File: config.mk
export PLATFORM = sky130hd
export DESIGN_NAME = ant_step_scheduler
export DESIGN_NICKNAME = d
export VERILOG_FILES = /design/src/rtl/ant_step_scheduler_pkg.sv /design/src/rtl/ant_next_alive.sv /design/src/rtl/ant_step_scheduler.sv
export SDC_FILE = /design/constraint.sdc
export NUM_CORES = 1
export LEC_CHECK = 0
export CORE_ASPECT_RATIO = 1.2
export CORE_MARGIN = 2
export CORE_UTILIZATION = 48
export CTS_CLUSTER_SIZE = 24
export DETAILED_ROUTE_END_ITERATION = 7
export HOLD_SLACK_MARGIN = 0.12
export PLACE_DENSITY = 0.89
export SLEW_MARGIN = 20
export SYNTH_ARGS = -nofsm -noshare
export SYNTH_HDL_FRONTEND = slang
export SYNTH_SLANG_ARGS = --single-unit
File: constraint.sdc
create_clock -name Clk -period 8.5 [get_ports Clk]
set_input_delay 1.275 -clock Clk [delete_from_list [all_inputs] [get_ports Clk]]
set_output_delay 1.275 -clock Clk [all_outputs]
set_load 0.05 [all_outputs]
File: src/rtl/ant_step_scheduler_pkg.sv
// Shared parameters and state encoding for the ant step scheduler and its round-robin search.
package ant_step_scheduler_pkg;

    localparam int ANT_num = 8;
    localparam int X_bits  = 8;
    localparam int Y_bits  = 7;

    typedef enum logic [2:0] {
        IDLE,
        COMPUTE,
        SETTLE,
        WRITE,
        MOVE,
        DONE
    } sched_state_t;

    function automatic int idx_width(input int n);
        return (n > 1) ? $clog2(n) : 1;
    endfunction

endpackage

File: src/rtl/ant_next_alive.sv
// Round-robin search for the next set bit of a mask, starting at (or just after) a base index.
module ant_next_alive #(
    parameter int N        = 8,
    parameter int IDX_BITS = 3
) (
    input  logic [N-1:0]        mask,
    input  logic [IDX_BITS-1:0] base,
    input  logic                include_base,
    output logic                found,
    output logic [IDX_BITS-1:0] idx
);

    int                  pos;
    logic [IDX_BITS-1:0] pos_i;

    always_comb begin
        found = 1'b0;
        idx   = '0;
        pos   = 0;
        pos_i = '0;
        for (int k = 0; k < N; k++) begin
            // base < N and the offset is at most N, so one subtraction wraps it
            pos = int'(base) + k + (include_base ? 0 : 1);
            if (pos >= N) begin
                pos = pos - N;
            end
            pos_i = IDX_BITS'(pos);
            if (!found && mask[pos_i]) begin
                found = 1'b1;
                idx   = pos_i;
            end
        end
    end

endmodule

File: src/rtl/ant_step_scheduler.sv
// Sequences one ant-array step: newLocClock pulse, settle wait, then one world write per live ant.
// Optional macro ANT_SCHED_ROTATE_EN rotates the first-write priority by one ant per step.
//
// state   | meaning
// IDLE    | waiting for step_req (blocked in setup_mode)
// COMPUTE | new_loc_clk pulse, settle counter loaded
// SETTLE  | waiting for ant logic to settle
// WRITE   | wr_valid to world memory for ant cur
// MOVE    | move_now pulse for ant cur, pick next live ant
// DONE    | step_done pulse, step_count increment
module ant_step_scheduler
    import ant_step_scheduler_pkg::*;
#(
    parameter int ANT_NUM       = ANT_num,
    parameter int X_BITS        = X_bits,
    parameter int Y_BITS        = Y_bits,
    parameter int SETTLE_CYCLES = 4,
    parameter int IDX_BITS      = idx_width(ANT_NUM)
) (
    input  logic                      Clk,
    input  logic                      Reset_N,
    input  logic                      setup_mode,
    input  logic                      step_req,
    input  logic [ANT_NUM-1:0]        alive_mask,
    input  logic [ANT_NUM*X_BITS-1:0] ant_x,
    input  logic [ANT_NUM*Y_BITS-1:0] ant_y,
    input  logic [ANT_NUM-1:0]        ant_sugar,
    input  logic                      wr_ready,
    output logic                      new_loc_clk,
    output logic                      global_writing_flag,
    output logic                      wr_valid,
    output logic [X_BITS-1:0]         wr_x,
    output logic [Y_BITS-1:0]         wr_y,
    output logic                      wr_sugar,
    output logic [ANT_NUM-1:0]        move_now,
    output logic                      busy,
    output logic                      step_done,
    output logic [15:0]               step_count
);

    sched_state_t        state_q, state_d;
    logic [7:0]          settle_cnt_q;
    logic [IDX_BITS-1:0] cur_q;
    logic [ANT_NUM-1:0]  pending_q;
    logic [X_BITS-1:0]   wr_x_q;
    logic [Y_BITS-1:0]   wr_y_q;
    logic                wr_sugar_q;
    logic [15:0]         step_count_q;
    logic [IDX_BITS-1:0] start_ptr;
    logic [ANT_NUM-1:0]  cur_onehot;
    logic                abort;

    logic [ANT_NUM-1:0]  srch_mask;
    logic [IDX_BITS-1:0] srch_base;
    logic                srch_incl;
    logic                srch_found;
    logic [IDX_BITS-1:0] srch_idx;

    logic [X_BITS-1:0]   x_arr [ANT_NUM];
    logic [Y_BITS-1:0]   y_arr [ANT_NUM];

    always_comb begin
        for (int i = 0; i < ANT_NUM; i++) begin
            x_arr[i] = ant_x[i*X_BITS +: X_BITS];
            y_arr[i] = ant_y[i*Y_BITS +: Y_BITS];
        end
    end

    assign cur_onehot = ANT_NUM'(1) << cur_q;
    assign abort      = setup_mode && (state_q != IDLE);

    // SETTLE scans the live mask from the start pointer; MOVE scans what is still pending after cur
    assign srch_mask = (state_q == SETTLE) ? alive_mask : pending_q;
    assign srch_base = (state_q == SETTLE) ? start_ptr : cur_q;
    assign srch_incl = (state_q == SETTLE);

    ant_next_alive #(
        .N        (ANT_NUM),
        .IDX_BITS (IDX_BITS)
    ) u_next_alive (
        .mask         (srch_mask),
        .base         (srch_base),
        .include_base (srch_incl),
        .found        (srch_found),
        .idx          (srch_idx)
    );

    always_comb begin
        state_d = state_q;
        case (state_q)
            IDLE:    if (step_req && !setup_mode) state_d = COMPUTE;
            COMPUTE: state_d = SETTLE;
            SETTLE:  if (settle_cnt_q <= 8'd1) state_d = srch_found ? WRITE : DONE;
            WRITE:   if (wr_ready) state_d = MOVE;
            MOVE:    state_d = srch_found ? WRITE : DONE;
            DONE:    state_d = IDLE;
            default: state_d = IDLE;
        endcase
        if (abort) begin
            state_d = IDLE;
        end
    end

    always_comb begin
        new_loc_clk         = (state_q == COMPUTE);
        wr_valid            = (state_q == WRITE);
        global_writing_flag = (state_q == WRITE) || (state_q == MOVE);
        move_now            = (state_q == MOVE) ? cur_onehot : '0;
        busy                = (state_q != IDLE);
        step_done           = (state_q == DONE) && !setup_mode;
        wr_x                = wr_x_q;
        wr_y                = wr_y_q;
        wr_sugar            = wr_sugar_q;
        step_count          = step_count_q;
    end

    always_ff @(posedge Clk) begin
        if (!Reset_N) begin
            state_q      <= IDLE;
            settle_cnt_q <= '0;
            cur_q        <= '0;
            pending_q    <= '0;
            wr_x_q       <= '0;
            wr_y_q       <= '0;
            wr_sugar_q   <= 1'b0;
            step_count_q <= '0;
        end else begin
            state_q <= state_d;
            if (state_q == COMPUTE) begin
                settle_cnt_q <= 8'(SETTLE_CYCLES);
            end else if (state_q == SETTLE && settle_cnt_q != 8'd0) begin
                settle_cnt_q <= settle_cnt_q - 8'd1;
            end
            if (state_d == WRITE && state_q != WRITE) begin
                cur_q      <= srch_idx;
                wr_x_q     <= x_arr[srch_idx];
                wr_y_q     <= y_arr[srch_idx];
                wr_sugar_q <= ant_sugar[srch_idx];
                if (state_q == SETTLE) begin
                    pending_q <= alive_mask;
                end
            end
            if (state_q == WRITE && wr_ready) begin
                pending_q <= pending_q & ~cur_onehot;
            end
            if (step_done) begin
                step_count_q <= step_count_q + 16'd1;
            end
            // setup_mode drops the step on the floor and leaves the write port quiet
            if (abort) begin
                cur_q      <= '0;
                pending_q  <= '0;
                wr_x_q     <= '0;
                wr_y_q     <= '0;
                wr_sugar_q <= 1'b0;
            end
        end
    end

`ifdef ANT_SCHED_ROTATE_EN
    logic [IDX_BITS-1:0] start_ptr_q;

    always_ff @(posedge Clk) begin
        if (!Reset_N) begin
            start_ptr_q <= '0;
        end else if (step_done) begin
            start_ptr_q <= (start_ptr_q == IDX_BITS'(ANT_NUM - 1)) ? '0 : start_ptr_q + 1'b1;
        end
    end

    assign start_ptr = start_ptr_q;
`else
    assign start_ptr = '0;
`endif

endmodule

==> metrics.md, run 1 <==
| Metric | Value |
|---|---|
| Htree depth | 2 |
| Clock transition at path regs | 0.11 ns |
| # nets final | 824 |
| Number of flops mapped to enable cells by yosys | 0 |
| Warning count from the yosys run | 0 |
| Via count of the first global-routing pass | 4651 |
| DRC viols | 0 |
| Starting Density | 49.6% |
| Critical path's slowest cell | sky130_fd_sc_hd__nor2_4 |
| Residual overflow from global routing | 0 |
| Static Leakage | 2.71 nW |
| Root buffer selected by CTS | sky130_fd_sc_hd__clkbuf_8 |
| Die span in y | around 110 µm |
| Slew of the pin with the lowest slew margin | 1.10 ns |
| Adder and majority cell fraction of the synthesized area | 1.39% |
| Cell Area, Placed | 6340 µm² |
| Sequential cell area | 1080 µm² |
| Clock share of power | 7.6% |
| Maximum cell stage delay along the critical path | 0.85 ns |
| Gate family responsible for the most delay along the worst path | simple AND/OR/NAND/NOR gates |
| Cell variety after synth | 64 |
| Maximum number of pins on one net before global-route repair | 32 |
| Via total after detailed routing | 4755 |
| Area of the die | roughly 10000 µm² |
| Overall power after layout | roughly 2.1 mW |
| Synthesized netlist cell count | 515 |
| Clock Sinks | 54 |
| Flops & latches, synth | 54 |
| Nets in the synthesized netlist | 661 |
| Maximum vdd drop | 0.233 mV |
| Fin Clk Skew | about 0.011 ns |
| RSZ-0062 raised after global routing | false |
| Most repeated cell in the gate-level netlist after synthesis | sky130_fd_sc_hd__mux2i_1 |
| Top cell type's share of synthesized area | approximately a quarter |
| Global-route wire length before repair | 23000 µm |
| Final Non-Filler Cells | 799 |
| Critical path startpoint category | flip-flop |
| Count of placed standard cells including taps | 791 |
| Type of the worst setup path | flip-flop to flip-flop |
| # rows | 38 |
| Switching pwr | just over 1 mW |
| Hold-fix buffers at CTS | 0 |
| Detailed placer's ending HPWL | 12000 µm |
| Total wire length | 15000 µm |
| Number of gates resized after CTS | 0 |
| Fraction of layout cells with a size suffix above 1 | 7.95% |
| Combined area of all synthesized cells | 4500 µm² |
| Tightest slew margin relative to the limit | 26.2% |
| Worst Setup End Kind | flip-flop |
| Combinational power share | 76.5% |
| Cell taking the most area after synthesis | sky130_fd_sc_hd__dfxtp_1 |
| CP max FO | 31 |
| Global placement routability congestion | 0.919 |
| Final Critical Period | 5.67 ns |
| Drt first-iter violations | ~370 |
| Simple-gate area share of the yosys netlist | 19.5% |
| Fill cells | 687 |
| Average detailed-routed wire length per instance | 18.7 µm |
| Count of antenna-violating nets left after detailed routing | 0 |
| Drt via density | 5.95 |
| Post-CTS setup buffer count | 0 |
| Clock tree from TritonCTS | yes |
| Maximum clock insertion buffer count | 2 |
| Critical path, cell by cell | or3b_1, nand2_1, ha_1, mux4_2, mux2_2, mux2_2, a221oi_1, o211ai_2, nor2_4, buf_4, mux2i_1, mux2i_1, o211a_1 |
| Result of the run | finished clean |
| Clock latency reported for the late side of the worst-skew pair | 0.32 ns |
| Antenna violations before repair | 1 |
| Post-layout instance area | ~6400 µm² |
| Data required, critical path | slightly below 9 ns |
| Classification of the worst-slack hold path | flip-flop to flip-flop |
| Length of the first detailed-routing pass in iterations | 7 |
| Sequential group share of total power | 16.0% |
| Sequential fraction of the synthesis area | around a quarter |
| Power per Cell Area | 322 nW/µm² |
| Clock buffers created by TritonCTS | 5 |
| Internal Pwr Total | 1.04 mW |
| Critical path arrival | 5.89 ns |
| Commonest cells in the netlist | 76 x sky130_fd_sc_hd__mux2i_1, 54 x sky130_fd_sc_hd__dfxtp_1, 47 x sky130_fd_sc_hd__nor2_1, 39 x sky130_fd_sc_hd__nand2_1 |
| Top area cells in the synthesized netlist | sky130_fd_sc_hd__dfxtp_1 24%, sky130_fd_sc_hd__mux2i_1 17%, sky130_fd_sc_hd__mux4_2 4.0% |
| Multi-input gate area | 3190 µm² |
| Post-synthesis mux area share | between 20% and 30% |
| Core Footprint | 9080 µm² |
| TNS Setup | 0 ns |
| Switching share of power | around 50% |
| Setup violation total in the final timing report | 0 |
| Die width | 92.4 µm |
| Count of buffer and inverter cells on the critical path | 1 |
| Average cell area after synthesis | around 9 µm² |
| Maximum Capacitance Violations | 0 |
| Combinational family with the most area after synthesis | multiplexers |
| Proportion of synthesized flip-flops having asynchronous set or reset | 0% |
| Number of slew-limit violations in the final report | 0 |
| Synthesized-area fraction occupied by ao, oa, aoi and oai cells | 18.9% |
| All-layer global routing usage | between 20% and 30% |
| Boundary Pins | 186 |
| ANT cells | 0 |
| Commonest register cell after synthesis | sky130_fd_sc_hd__dfxtp_1 |
| Maximum clock rate | around 0.18 GHz |
| Tcrit/Tclk final | 66.7% |
| Final number of hold-violating endpoints | 0 |
| Number of buffer cells added on primary ports | 185 |
| Post-Synth XOR/XNOR Area | 4.28% |
| Area added between synthesis and finish | 43.0% |
==> layout make-up <==
class | instances | share of cell area, %
clock buffer | 5 | 1.07
clock inverter | 3 | 0.408
inverter | 14 | 0.816
multi-input combinational | 416 | 49.6
sequential | 54 | 16.8
tap | 120 | 2.33
timing repair buffer | 187 | 29.0
==> per-layer routing <==
layer  global-route usage [%]  wire (µm)  up-vias
met3                     6.59       1330       30
met1                     32.8       5610     2234
met4                     8.96        344        0
met2                     53.2       7670      274
met5                        0          0        -
li1                         -          -     2217
==> cells by family after synthesis <==
logic type | Yosys count
xor+xnor | 22
mux | 101
fa+ha+maj | 5
buf+inv | 45
flops | 54
simple gates | 171
compound gates | 117
==> worst min-delay path, stage by stage, from the launching register on <==
cell and delay (ns):
sky130_fd_sc_hd__dfxtp_1 0.33, sky130_fd_sc_hd__nand3_1 0.07, sky130_fd_sc_hd__o21ai_1 0.05
==> power groups by stage <==
stage,registers [mW],clock network [mW],logic [mW]
6_report,0.332,0.157,1.59
2_1_floorplan,0.381,0,1.21
3_3_place_gp,0.332,0,1.53
5_1_grt,0.337,0.169,1.68
4_1_cts,0.330,0.158,1.58
3_5_place_dp,0.336,0,1.58
==> registers in the layout, summed over array words and instances (netlist names) <==
signal	count
state_q	3
cur_q	3
settle_cnt_q	8
wr_y	7
wr_sugar	1
wr_x	8
step_count	16
pending_q	8
==> cells in the final DEF (no fill, tap or decap), types with 8 or more instances in the layout <==
cell                              netlist  final
sky130_fd_sc_hd__nor3_1                 8      8
sky130_fd_sc_hd__nand3_1               13     13
sky130_fd_sc_hd__mux4_2                 8      8
sky130_fd_sc_hd__inv_1                 14     14
sky130_fd_sc_hd__dfxtp_1               54     54
sky130_fd_sc_hd__mux2_2                11     11
sky130_fd_sc_hd__o21ai_0               22     22
sky130_fd_sc_hd__nor2_1                47     46
sky130_fd_sc_hd__clkdlybuf4s50_1        0    185
sky130_fd_sc_hd__xnor2_1               16     16
sky130_fd_sc_hd__a21oi_1               22     22
sky130_fd_sc_hd__o211a_1               15     15
sky130_fd_sc_hd__o211ai_1               8      8
sky130_fd_sc_hd__mux2i_1               76     76
sky130_fd_sc_hd__nand2_1               39     39
sky130_fd_sc_hd__and2_1                17     17
sky130_fd_sc_hd__a21oi_2               11     11
sky130_fd_sc_hd__nor2b_1               11     11
==> final timing paths <==
check                                 from       to  slack [ns]  depth (start not counted)
worst min register to register     wr_y[1]  wr_y[1]        0.47                          2
worst max register to register  state_q[0]  wr_x[1]        2.83                         13
worst min-delay path               wr_y[1]  wr_y[1]        0.47                          2
worst max-delay path            state_q[0]  wr_x[1]        2.83                         13
==> through the flow <==
step | hold WS [ns] | util (%) | worst slack [ns]
after global routing | 0.501 | 70.9 | 2.47
final | 0.474 | 70.9 | 2.83
after CTS | 0.473 | 70.9 | 2.83
after detailed placement | 0.456 | 69.9 | 2.85
after floorplan | 0.471 | - | 4.06
after global placement | 0.458 | 69.9 | 3.09
Power figures use the tool's default switching activity.
==> run 2: changes to the inputs <==
CORE_UTILIZATION = 40   (was 48)
PLACE_DENSITY = 0.8   (was 0.89)
clock period = 4.8 ns   (was 8.5 ns; I/O delays follow)
==> run 2 against run 1 <==
Sequential share of layout area down 0.49 points. Via count decreased by 2.0%. Die area increased by 19%. Largest power group unchanged.
==> metrics.md, run 2 (same netlist as run 1, synthesis figures left out) <==
| Metric | Value |
|---|---|
| # nets final | 836 (+1.5%) |
| Final Critical Period | 4.45 ns (-1.22 ns) |
| Average detailed-routed wire length per instance | 17.9 µm (-4.2%) |
| All-layer global routing usage | 24.0% (-4.7 points) |
| Maximum clock rate | 0.225 GHz (+27%) |
| Boundary Pins | 186 (unchanged) |
| Die width | 101 µm (+9.1%) |
| Fin Clk Skew | 0.0138 ns (+0.00287 ns) |
| R2R Path Start | state_q[1] |
| Data required, critical path | 4.99 ns (-3.73 ns) |
| Register-to-Register Path Depth | 11 (-2) |
| Switching pwr | 1.78 mW (+71%) |
| Clock transition at path regs | 0.07 ns (-0.04 ns) |
| Drt first-iter violations | 245 (-33%) |
| Fraction of layout cells with a size suffix above 1 | 9.55% (+1.6 points) |
| Count of antenna-violating nets left after detailed routing | 0 (unchanged) |
| Detailed placer's ending HPWL | 12100 µm (+0.92%) |
| Slew of the pin with the lowest slew margin | 1.06 ns (-0.0487 ns) |
| RSZ-0062 raised after global routing | false |
| Flip-flop count of the largest register, all copies and words added | 16 (unchanged) |
| Worst Setup End Kind | flip-flop |
| Critical path startpoint category | flip-flop |
| Via total after detailed routing | 4658 (-2.0%) |
| CP max FO | 12 (-61%) |
| Area of the die | 12100 µm² (+19%) |
| Count of placed standard cells including taps | 815 (+3.0%) |
| Via count of the first global-routing pass | 4802 (+3.2%) |
| TNS Setup | 0 ns (unchanged) |
| Antenna violations before repair | 0 (-1) |
| Root buffer selected by CTS | sky130_fd_sc_hd__clkbuf_16 |
| # rows | 42 (+11%) |
| Global-route wire length before repair | 23200 µm (+0.54%) |
| Type of the worst setup path | flip-flop to flip-flop |
| Switching share of power | 46.6% (-3.4 points) |
| Maximum vdd drop | 0.589 mV (+150%) |
| Final number of hold-violating endpoints | 0 (unchanged) |
| Number of gates resized after CTS | 0 (unchanged) |
| Maximum clock insertion buffer count | 2 (unchanged) |
| Static Leakage | 2.81 nW (+3.7%) |
| Sequential group share of total power | 14.8% (-1.2 points) |
| Tcrit/Tclk final | 92.8% (+26 points) |
| Clock tree from TritonCTS | yes |
| Maximum Capacitance Violations | 0 (unchanged) |
| Residual overflow from global routing | 0 (unchanged) |
| Maximum number of pins on one net before global-route repair | 56 (+75%) |
| Internal Pwr Total | 2.04 mW (+96%) |
| Length of the first detailed-routing pass in iterations | 4 (-3) |
| Area added between synthesis and finish | 47.3% |
| Final Non-Filler Cells | 823 (+3.0%) |
| Number of slew-limit violations in the final report | 0 (unchanged) |
| Htree depth | 2 (unchanged) |
| Combinational power share | 73.8% (-2.7 points) |
| Global placement routability congestion | 1.01 (+10%) |
| Tightest slew margin relative to the limit | 29.1% (+2.9 points) |
| Number of instances on the worst hold path | 2 (unchanged) |
| Total wire length | 14800 µm (-1.4%) |
| Hold-fix buffers at CTS | 0 (unchanged) |
| Clock share of power | 11.4% (+3.8 points) |
| Cell Area, Placed | 6460 µm² (+1.9%) |
| Power per Cell Area | 575 nW/µm² (+79%) |
| Critical path arrival | 4.64 ns (-1.25 ns) |
| Most common library cell in the layout ignoring fill and taps | sky130_fd_sc_hd__clkdlybuf4s50_1 |
| Clock Sinks | 54 (unchanged) |
| Worst hold start | wr_y[1] |
| Core Footprint | 11000 µm² (+21%) |
| DRC viols | 0 (unchanged) |
| Fill cells | 973 (+42%) |
| Post-layout instance area | 6640 µm² (+3.0%) |
| Clock latency reported for the late side of the worst-skew pair | 0.30 ns (-0.02 ns) |
| Clock buffers created by TritonCTS | 5 (unchanged) |
| ANT cells | 0 (unchanged) |
| Drt via density | 5.66 (-4.9%) |
| Overall power after layout | 3.82 mW (+84%) |
| Starting Density | 41.0% (-8.6 points) |
| Die span in y | 120 µm (+9.2%) |
| Post-CTS setup buffer count | 0 (unchanged) |
| Most used cells in the layout excluding fill and tap cells | 185 x sky130_fd_sc_hd__clkdlybuf4s50_1, 76 x sky130_fd_sc_hd__mux2i_1, 54 x sky130_fd_sc_hd__dfxtp_1 |
| Internal reg-to-reg setup slack | 0.35 ns (-2.48 ns) |
| Result of the run | finished clean |
| Classification of the worst-slack hold path | flip-flop to flip-flop |
| Number of buffer cells added on primary ports | 185 (unchanged) |
| Setup violation total in the final timing report | 0 (unchanged) |
| FF-to-FF End | wr_y[1] |
| Worst-case hold path end point | wr_y[1] |
## run 2: power by group through the flow
stage / registers [mW] / logic [mW] / clock network (mW)
6_report: 0.564 / 2.82 / 0.434
3_3_place_gp: 0.570 / 2.75 / 0
2_1_floorplan: 0.675 / 2.14 / 0
4_1_cts: 0.563 / 2.82 / 0.439
5_1_grt: 0.573 / 3.01 / 0.460
3_5_place_dp: 0.573 / 2.81 / 0
## run 2: cell type report
cell class                 count  area [µm²]  area share [%]
clock buffer                   5         125            1.89
sequential                    54        1080            16.3
tap                          132         165            2.49
multi-input combinational    416        3190            48.1
inverter                      14        52.6           0.792
timing repair buffer         199        1970            29.7
clock inverter                 3        47.5           0.717
## run 2: stage by stage
step                worst slack [ns]  hold slack, ns  util [%]
floorplan                      0.364           0.471         -
global placement               0.525           0.458      58.8
detailed placement             0.383           0.455      58.8
CTS                            0.352           0.465      60.4
global route                  0.0561           0.488      60.4
finish                         0.347           0.462      60.4
## run 2: worst max path at each step
stage                         end       start
after floorplan           wr_x[6]  state_q[1]
after global placement    wr_y[5]  state_q[1]
after detailed placement  wr_x[6]  state_q[1]
after CTS                 wr_y[1]  state_q[1]
after global routing      wr_x[6]  state_q[1]
final                     wr_y[1]  state_q[1]
## run 2: worst max-delay path: stages, from the launching register on
cell	delay [ns]
sky130_fd_sc_hd__dfxtp_1	0.47
sky130_fd_sc_hd__or3b_1	0.44
sky130_fd_sc_hd__nand2_1	0.14
sky130_fd_sc_hd__ha_1	0.36
sky130_fd_sc_hd__mux4_2	0.62
sky130_fd_sc_hd__nor2b_1	0.18
sky130_fd_sc_hd__nand3_1	0.18
sky130_fd_sc_hd__or4_4	0.61
sky130_fd_sc_hd__a31oi_4	0.43
sky130_fd_sc_hd__mux4_1	0.63
sky130_fd_sc_hd__a22oi_1	0.20
sky130_fd_sc_hd__o21ai_1	0.08
## run 2: routing by layer
| metal | global-route usage, % | vias up | part of all wire (%) |
|---|---|---|---|
| li1 | - | 2237 | - |
| met1 | 24.6 | 2170 | 35 |
| met2 | 45.7 | 209 | 54 |
| met3 | 5.43 | 42 | 6.8 |
| met4 | 10.4 | 0 | 4.0 |
| met5 | 0 | - | 0 |
==> run 3: changes to the inputs <==
CAP_MARGIN = 20   (was default)
==> results of run 3 <==
Final layout, timing and power as in run 2 (identical DEF).
